File: config.mk
export PLATFORM = sky130hd
export DESIGN_NAME = risc_v_lsu
export DESIGN_NICKNAME = d
export VERILOG_FILES = /design/src/rtl/risc_v_lsu_pkg.sv /design/src/rtl/risc_v_lane_align.sv /design/src/rtl/risc_v_lsu.sv
export SDC_FILE = /design/constraint.sdc
export NUM_CORES = 1
export LEC_CHECK = 0
export ABC_AREA = 1
export CORE_MARGIN = 5
export CORE_UTILIZATION = 27
export CTS_BUF_LIST = sky130_fd_sc_hd__clkbuf_8
export CTS_CLUSTER_DIAMETER = 120
export DETAILED_ROUTE_END_ITERATION = 7
export PLACE_DENSITY = 0.58
export REMOVE_ABC_BUFFERS = 1
export SYNTH_ARGS = -nofsm -noshare
export SYNTH_HDL_FRONTEND = slang
export SYNTH_SLANG_ARGS = --single-unit
export TNS_END_PERCENT = 5
File: constraint.sdc
create_clock -name clk -period 3.8 [get_ports clk]
set_input_delay 0.57 -clock clk [delete_from_list [all_inputs] [get_ports clk]]
set_output_delay 0.57 -clock clk [all_outputs]
set_load 0.02 [all_outputs]
File: src/rtl/risc_v_lsu_pkg.sv
// Shared constants for the RV32 load/store unit: funct3 codes, FSM encoding, fault rule.
package risc_v_lsu_pkg;

    localparam logic [2:0] F3_B  = 3'b000;
    localparam logic [2:0] F3_H  = 3'b001;
    localparam logic [2:0] F3_W  = 3'b010;
    localparam logic [2:0] F3_BU = 3'b100;
    localparam logic [2:0] F3_HU = 3'b101;

    localparam logic [1:0] ST_IDLE  = 2'd0;
    localparam logic [1:0] ST_READ  = 2'd1;
    localparam logic [1:0] ST_WRITE = 2'd2;
    localparam logic [1:0] ST_RESP  = 2'd3;

    // Unsigned widths have no store form, so stores with BU/HU are rejected too.
    function automatic logic is_fault(input logic we, input logic [2:0] funct3,
                                      input logic [1:0] addr_lo);
        case (funct3)
            F3_B:    is_fault = 1'b0;
            F3_BU:   is_fault = we;
            F3_H:    is_fault = addr_lo[0];
            F3_HU:   is_fault = we | addr_lo[0];
            F3_W:    is_fault = (addr_lo != 2'b00);
            default: is_fault = 1'b1;
        endcase
    endfunction

endpackage

File: src/rtl/risc_v_lane_align.sv
// Byte-lane steering: merges store data into the read-back word and extracts/extends load data.
module risc_v_lane_align
    import risc_v_lsu_pkg::*;
(
    input  logic [2:0]  i_funct3,
    input  logic [1:0]  i_addr_lo,
    input  logic [31:0] i_rd_buf,
    input  logic [31:0] i_wdata,
    input  logic [31:0] i_load_word,
    output logic [31:0] o_store_word,
    output logic [31:0] o_load_data
);

    logic [3:0] w_hit;
    logic [7:0] w_src [4];
    logic [7:0] w_byte;
    logic [15:0] w_half;

    genvar gi;
    generate
        for (gi = 0; gi < 4; gi++) begin : g_lane
            assign w_hit[gi] = (i_funct3 == F3_B) ? (i_addr_lo == 2'(gi)) :
                               (i_funct3 == F3_H) ? (i_addr_lo[1] == 1'(gi / 2)) : 1'b1;
            assign w_src[gi] = (i_funct3 == F3_B) ? i_wdata[7:0] :
                               (i_funct3 == F3_H) ? i_wdata[8*(gi%2) +: 8] :
                                                    i_wdata[8*gi +: 8];
            assign o_store_word[8*gi +: 8] = w_hit[gi] ? w_src[gi] : i_rd_buf[8*gi +: 8];
        end
    endgenerate

    // Load extraction works on the live memory word so the result can be registered on READ exit.
    assign w_byte = i_load_word[{i_addr_lo, 3'b000} +: 8];
    assign w_half = i_addr_lo[1] ? i_load_word[31:16] : i_load_word[15:0];

    always_comb begin
        o_load_data = 32'd0;
        case (i_funct3)
            F3_B:    o_load_data = {{24{w_byte[7]}}, w_byte};
            F3_BU:   o_load_data = {24'd0, w_byte};
            F3_H:    o_load_data = {{16{w_half[15]}}, w_half};
            F3_HU:   o_load_data = {16'd0, w_half};
            F3_W:    o_load_data = i_load_word;
            default: o_load_data = 32'd0;
        endcase
    end

endmodule

File: src/rtl/risc_v_lsu.sv
// RV32 load/store unit in front of a word memory; sub-word stores use read-modify-write.
module risc_v_lsu
    import risc_v_lsu_pkg::*;
#(
    parameter int DATA_WIDTH = 32,
    parameter int ADDR_WIDTH = 5
) (
    input  logic                  clk,
    input  logic                  rst,
    input  logic                  req_valid,
    output logic                  req_ready,
    input  logic                  req_we,
    input  logic [2:0]            req_funct3,
    input  logic [ADDR_WIDTH+1:0] req_addr,
    input  logic [DATA_WIDTH-1:0] req_wdata,
    output logic                  resp_valid,
    output logic [DATA_WIDTH-1:0] resp_rdata,
    output logic                  resp_misaligned,
    output logic                  mem_write,
    output logic [ADDR_WIDTH-1:0] mem_addr,
    output logic [DATA_WIDTH-1:0] mem_wdata,
    input  logic [DATA_WIDTH-1:0] mem_rdata
);

    logic [1:0]            r_state;
    logic                  r_we;
    logic [2:0]            r_funct3;
    logic [ADDR_WIDTH+1:0] r_addr;
    logic [DATA_WIDTH-1:0] r_wdata;
    logic [DATA_WIDTH-1:0] r_rd_buf;
    logic [DATA_WIDTH-1:0] r_resp_rdata;
    logic                  r_resp_mis;

    logic                  w_accept;
    logic [DATA_WIDTH-1:0] w_store_word;
    logic [DATA_WIDTH-1:0] w_load_data;

    assign req_ready       = (r_state == ST_IDLE);
    assign w_accept        = req_valid & req_ready;
    assign resp_valid      = (r_state == ST_RESP);
    assign resp_rdata      = r_resp_rdata;
    assign resp_misaligned = r_resp_mis;
    assign mem_addr        = r_addr[ADDR_WIDTH+1:2];
    // Write strobe is decoded from state so an async reset drops it without waiting for an edge.
    assign mem_write       = (r_state == ST_WRITE);
    assign mem_wdata       = mem_write ? w_store_word : '0;

    risc_v_lane_align u_lane_align (
        .i_funct3     (r_funct3),
        .i_addr_lo    (r_addr[1:0]),
        .i_rd_buf     (r_rd_buf),
        .i_wdata      (r_wdata),
        .i_load_word  (mem_rdata),
        .o_store_word (w_store_word),
        .o_load_data  (w_load_data)
    );

    always_ff @(posedge clk or posedge rst) begin
        if (rst) begin
            r_state      <= ST_IDLE;
            r_we         <= 1'b0;
            r_funct3     <= 3'd0;
            r_addr       <= '0;
            r_wdata      <= '0;
            r_rd_buf     <= '0;
            r_resp_rdata <= '0;
            r_resp_mis   <= 1'b0;
        end else begin
            case (r_state)
                ST_IDLE: begin
                    if (w_accept) begin
                        r_we     <= req_we;
                        r_funct3 <= req_funct3;
                        r_addr   <= req_addr;
                        r_wdata  <= req_wdata;
                        if (is_fault(req_we, req_funct3, req_addr[1:0])) begin
                            r_resp_rdata <= '0;
                            r_resp_mis   <= 1'b1;
                            r_state      <= ST_RESP;
                        end else if (req_we && (req_funct3 == F3_W)) begin
                            r_state <= ST_WRITE;
                        end else begin
                            r_state <= ST_READ;
                        end
                    end
                end
                ST_READ: begin
                    r_rd_buf <= mem_rdata;
                    if (r_we) begin
                        r_state <= ST_WRITE;
                    end else begin
                        r_resp_rdata <= w_load_data;
                        r_resp_mis   <= 1'b0;
                        r_state      <= ST_RESP;
                    end
                end
                ST_WRITE: begin
                    r_resp_rdata <= '0;
                    r_resp_mis   <= 1'b0;
                    r_state      <= ST_RESP;
                end
                default: r_state <= ST_IDLE;
            endcase
        end
    end

endmodule
* Word level (Yosys, flattened, before mapping)
Cells that the tools add are included.
** Storage, ports and cells
- Bits in registers :: 110
- Bits of input ports :: 78
- Word-level logic and storage cells :: 72
** Operators by class
- Eq/ne operators :: 17
- Shifts and indexed selects :: 1
- Mux-type cells :: 34
- Bitwise operators :: 3
- Reductions and logical operators :: 9
** Operators by type and width (count)
- $pmux W32 S5 :: 1
- $mux W32 :: 4
- $pmux W32 S3 :: 1
- $mux W8 :: 9
- $shiftx A32 B6 Y8 :: 1
- $mux W16 :: 1
- $eq A3 B3 Y1 const B :: 4
- $mux W1 :: 12
- $eq A2 B2 Y1 const B :: 4
- $eq A3 B1 Y1 const B :: 2
- $eq A3 B2 Y1 const B :: 2
- $logic_not A3 Y1 :: 2
- $mux W2 :: 3
- $pmux W2 S3 :: 1
- $pmux W1 S5 :: 1
- $eq A2 B1 Y1 const B :: 2
- $logic_not A2 Y1 :: 2
- $ne A2 B1 Y1 const B :: 2
- $reduce_and A4 Y1 :: 1
- $pmux W1 S3 :: 1
- $reduce_bool A3 Y1 :: 1
- $ne A2 B2 Y1 const B :: 1
- $reduce_and A2 Y1 :: 1
- $reduce_bool A2 Y1 :: 1
- 4 further kinds :: 4

* Logic depth before layout (Yosys ltp)
- Depth in word-level cells :: 7
- Mapped depth :: 12
- Depth with buffers taken out :: 11

* By module
Synthesis repeated with hierarchy kept, for this count alone.
** Second synthesis, totals
- Cells, all modules :: 835
- Area total of the unflattened synthesis :: 6293.5 µm²
** Modules (own cells, without submodules)
- risc_v_lsu :: times used 1, cells each 487, area an instance 4705.8 µm², seq. area each 2752.6 µm²
- risc_v_lane_align :: times used 1, cells each 348, area an instance 1587.8 µm², seq. area each 0.0 µm²

* Worst setup path before layout
Ideal clock, no wire load.
- Path kind :: register to output
- From :: register r_state[0]
- To :: output mem_wdata[14]
- Data arrival time :: 1.684 ns
- Data required time :: 3.230 ns
- Path slack :: 1.546 ns
- Cell stages (with the launch flop) :: 7
- Cell sequence :: dfrtp_1 > inv_1 > ha_1 > clkbuf_1 > buf_1 > nand2_1 > nor2_1
** Between the ends
- Longest elaborated chain between the ends :: 2
** RTL lines
- start: declaration :: line risc_v_lsu.sv:25 : logic [1:0] r_state;
- start signal: assignment :: line risc_v_lsu.sv:60 : r_state <= ST_IDLE;
- start signal: assignment :: line risc_v_lsu.sv:79 : r_state <= ST_RESP;
- start signal: assignment :: line risc_v_lsu.sv:81 : r_state <= ST_WRITE;
- $eq A2 B2 Y1 :: line risc_v_lsu.sv:45 : assign mem_write = (r_state == ST_WRITE);
- net mem_write :: line risc_v_lsu.sv:19 : output logic mem_write,
- $mux W32 :: line risc_v_lsu.sv:46 : assign mem_wdata = mem_write ? w_store_word : '0;
- end: declaration :: line risc_v_lsu.sv:21 : output logic [DATA_WIDTH-1:0] mem_wdata,
The timed path passes the listed nets, and every way through them passes these cells.

* Worst setup path in the final report
- From :: register r_funct3[0]
- To :: output mem_wdata[2]
** Between the ends
- Longest elaborated chain between the ends :: 5
- Elaborated cells between the ends (all ways) :: 6
- Those cells by class :: 1 x eq/ne; 4 x mux; 1 x reduce/logical
** RTL lines
- start: declaration :: line risc_v_lsu.sv:27 : logic [2:0] r_funct3;
- start signal: assignment :: line risc_v_lsu.sv:73 : r_funct3 <= req_funct3;
- $eq A3 B1 Y1 :: line risc_v_lane_align.sv:23 : (i_funct3 == F3_H) ? (i_addr_lo[1] == 1'(gi / 2)) : 1'b1;
- $mux W1 :: line risc_v_lane_align.sv:23
- $mux W1 * :: line risc_v_lane_align.sv:22 : assign w_hit[gi] = (i_funct3 == F3_B) ? (i_addr_lo == 2'(gi)) :
- $mux W8 * :: line risc_v_lane_align.sv:27 : assign o_store_word[8*gi +: 8] = w_hit[gi] ? w_src[gi] : i_rd_buf[8*gi +: 8];
- $mux W32 * :: line risc_v_lsu.sv:46
Every way passes the cells marked *; elsewhere a longest branch is shown, timed or not.

==> impl_results.md <==
* Clk pwr share at 13.6%
* Least-Margin Pin Slew at 1.007 ns
* Post-synthesis mux area share at 5.889%
* Final #Nets at 1026
* Clock Skew at 0.009207 ns
* Critical path startpoint category: flip-flop
* # H-tree levels at 3
* Comb pwr share at 55.6%
* Via count at 5483
* Critical Path Sink Type: primary output
* Fin crit share at 94.48%
* Overflow after GRT at 0
* MaxCap Viol Count at 0
* Power per cell area at 823.0 mW/mm²
* Outcome: finished clean
* Int Power at 3.599 mW
* Flop pwr share at 30.8%
* Total Routing Usage GR at 15.69%
* Port Buffer Count at 150
* Placed insts at 1209
* Vias in the first global route at 5302
* DRT iter0 DRCs at 410
* Post-synthesis xor/xnor area fraction at 0%
* I/O Pins at 151
* Adder-Cell Fraction of Synth Area at 0.8442%
* CTS max path bufs at 2
* Post-route setup TNS at 0 ns
* Synth unique cells at 22
* Die area at 0.02502 mm²
* Post-DRT Antenna Nets at 0
* Synth Register Bits at 110
* DRT Wirelength at 19.83 mm
* DP HPWL at 14.83 mm
* R2r setup slk at 1.29 ns
* Simple-gate area share of the yosys netlist at 32.42%
* RSZ-0062 raised after global routing: false
* Hold_ws at 0.4862 ns
* RR Startpoint: r_funct3[0]
* Max Fclk at 278.5 MHz
* Final setup fails at 0
* First-pass GRT wire length at 30.28 mm
* Power, Total at 6.554 mW
* Switch share at 45.08%
* Worst setup path category: flip-flop to primary output
* Initial cell density of the core at 27.33%
* CTS tree: built
* CP most frequent cell: nor2_1
* Synth Flop Type: dfrtp_1
* Syn Inst Count at 807
* Synth-to-layout area growth at 34.34%
* CTS sink cnt at 110
* Tmin final at 3.590 ns
* TritonCTS Buffers at 9
* Required @ worst endpoint at 3.23 ns
* Cell Chain, Critical Path: nor2_2, nand2_2, clkinvlp_4, o21ai_1, nand2_1, inv_2, nor2_1, nor2_1, clkdlybuf4s50_1
* Routed vias/inst at 4.461
* Root Buffer: clkbuf_8
* Hold bufs inserted after CTS at 0
* Fin. Hold Viols at 0
* Switching power at 2.955 mW
* Asr flop ratio synth at 100.0%
* Max Slew Vio Count at 0
* Largest family of logic cells by synthesized area: simple AND/OR/NAND/NOR gates
* VDD IR max at 304.4 µV
* Largest net degree at the start of global routing at 111
* Yosys warning count at 0
* Worst Setup Slack, final at 0.2099 ns
* Leakage at 3.888 nW
* Min-delay worst type: flip-flop to flip-flop
* Post-synth EDFFs at 0
* Die Ht at 158.2 µm
* Final weighted congestion in routability-driven placement at 0.8112
* Synth Area in Compound Gates at 7.197%
* Initial antenna violation count at 0
* Routed WL per cell at 16.13 µm
* Slowest Stage Delay on Critical Path at 0.65 ns
* CP Data Arrival Time at 3.02 ns
* Die W at 158.2 µm
* Post-route DRC at 0
* Pre-CTS setup slack at 0.6585 ns
* Hold path start: r_rd_buf[2]
* Worst skew pair latency at 0.40 ns
* Clock-pin slew on the worst setup and hold paths at 0.10 ns
* DRT Pass-1 Iters at 6
* Seq/Total Area, Yosys at 46.43%
* Finished Layout Cells at 1229
* CP max FO at 12
* Synthesized area per cell at 7.346 µm²
* Core area at 0.02169 mm²
* Antenna diode count at 0
* Worst slew margin at 32.60%
* CP max stage cell: clkdlybuf4s50_1
* Setup crit start: r_funct3[0]
* Mapped Area at 0.005928 mm²
* Ratio of cells with drive above 1 in the final layout at 8.535%
* Row Count at 54
final timing paths:
check                                  to  depth (start not counted)
max                          mem_wdata[2]                          9
min                           r_rd_buf[2]                          2
max reg2reg                resp_rdata[11]                          8
min reg2reg                   r_rd_buf[2]                          2
max in group asynchronous   resp_rdata[4]                          3
min in group asynchronous  resp_rdata[29]                          3
state kept, by name, indices dropped and copies added, names as in the netlist:
signal	count
resp_misaligned	1
r_funct3	3
r_rd_buf	32
r_wdata	32
r_addr	7
r_we	1
r_state	2
resp_rdata	32
area by class of cell:
type	instances	area (µm²)
Fill cell	2298	13720
Sequential cell	110	2753
Multi-Input combinational cell	598	2750
Timing Repair Buffer	166	1634
Tap cell	280	350.3
Inverter	59	227.7
Clock buffer	11	151.4
Clock inverter	5	97.59
power by group through the flow:
stage / Sequential (mW) / Combinational (mW) / Clock (mW)
after floorplan: 2.08 / 2.09 / 0
after global placement: 2.05 / 3.62 / 0
after detailed placement: 2.05 / 3.65 / 0
after CTS: 2.02 / 3.67 / 0.923
after global routing: 2.07 / 4.06 / 0.963
final: 2.02 / 3.64 / 0.894
worst max-delay path: cells and delay by family (launching register included):
kind	cells	cell delay, ns
compound gates	1	0.14
flops	1	0.46
simple gates	5	0.82
buf+inv	3	1.18
routing by layer:
layer | share of wire [%] | global-route usage (%) | vias up
li1 | - | - | 2791
met1 | 48 | 22.72 | 2537
met3 | 4.5 | 2.242 | 21
met4 | 1.6 | 4.630 | 0
met2 | 46 | 24.38 | 134
met5 | 0 | 0 | -
cells in the mapped netlist (2+ instances only):
| library cell | count | area share (%) |
|---|---|---|
| o21ai_0 | 56 | 4.7 |
| nor2_2 | 5 | 0.53 |
| a21oi_1 | 18 | 1.5 |
| nand2_1 | 330 | 21 |
| buf_2 | 18 | 1.5 |
| ha_1 | 4 | 0.84 |
| inv_2 | 6 | 0.38 |
| buf_1 | 4 | 0.25 |
| clkbuf_1 | 10 | 0.63 |
| o21ai_1 | 3 | 0.25 |
| o21ai_4 | 2 | 0.55 |
| dfrtp_1 | 110 | 46 |
| nand3_1 | 61 | 5.1 |
| nand3b_1 | 2 | 0.25 |
| buf_4 | 7 | 0.89 |
| nor2_1 | 82 | 5.2 |
| inv_1 | 53 | 3.4 |
| mux2_2 | 31 | 5.9 |
| nand2_2 | 2 | 0.21 |
placed cells by master, fill, tap and decap left out:
master           instances
inv_1                   53
ha_1                     4
nor2_1                  82
bufinv_16                3
o21ai_2                  1
clkdlybuf4s50_1        150
nor2_2                   5
nand3_1                 61
clkbuf_8                11
buf_4                   15
inv_2                    6
mux2_2                  31
nand2_1                329
nand3b_1                 2
clkinvlp_4               1
o21ai_0                 56
inv_4                    1
o21ai_4                  2
nor2_4                   1
a21oi_1                 18
dfrtp_1                110
o21ai_1                  3
nand2_2                  3
buf_12                   1
through the flow:
step                instance area [µm²]  utilization, %
floorplan                          5722               -
global placement                   7681           35.42
detailed placement                 7681           35.42
CTS                                7930           36.56
global route                       7964           36.72
finish                             7964           36.72
cells by family (layout without fill, tap and decap cells):
group / count (synthesis) / in the layout
simple gates: 483 / 483
flops: 110 / 110
buf+inv: 99 / 241
compound gates: 80 / 80
mux: 31 / 31
fa+ha+maj: 4 / 4
timing repair:
action,CTS,global route
buffers inserted,0,4
resized for setup,0,1
hold endpoints to repair,0,0
setup endpoints to repair,0,2
(Power assumes the default switching activity.)
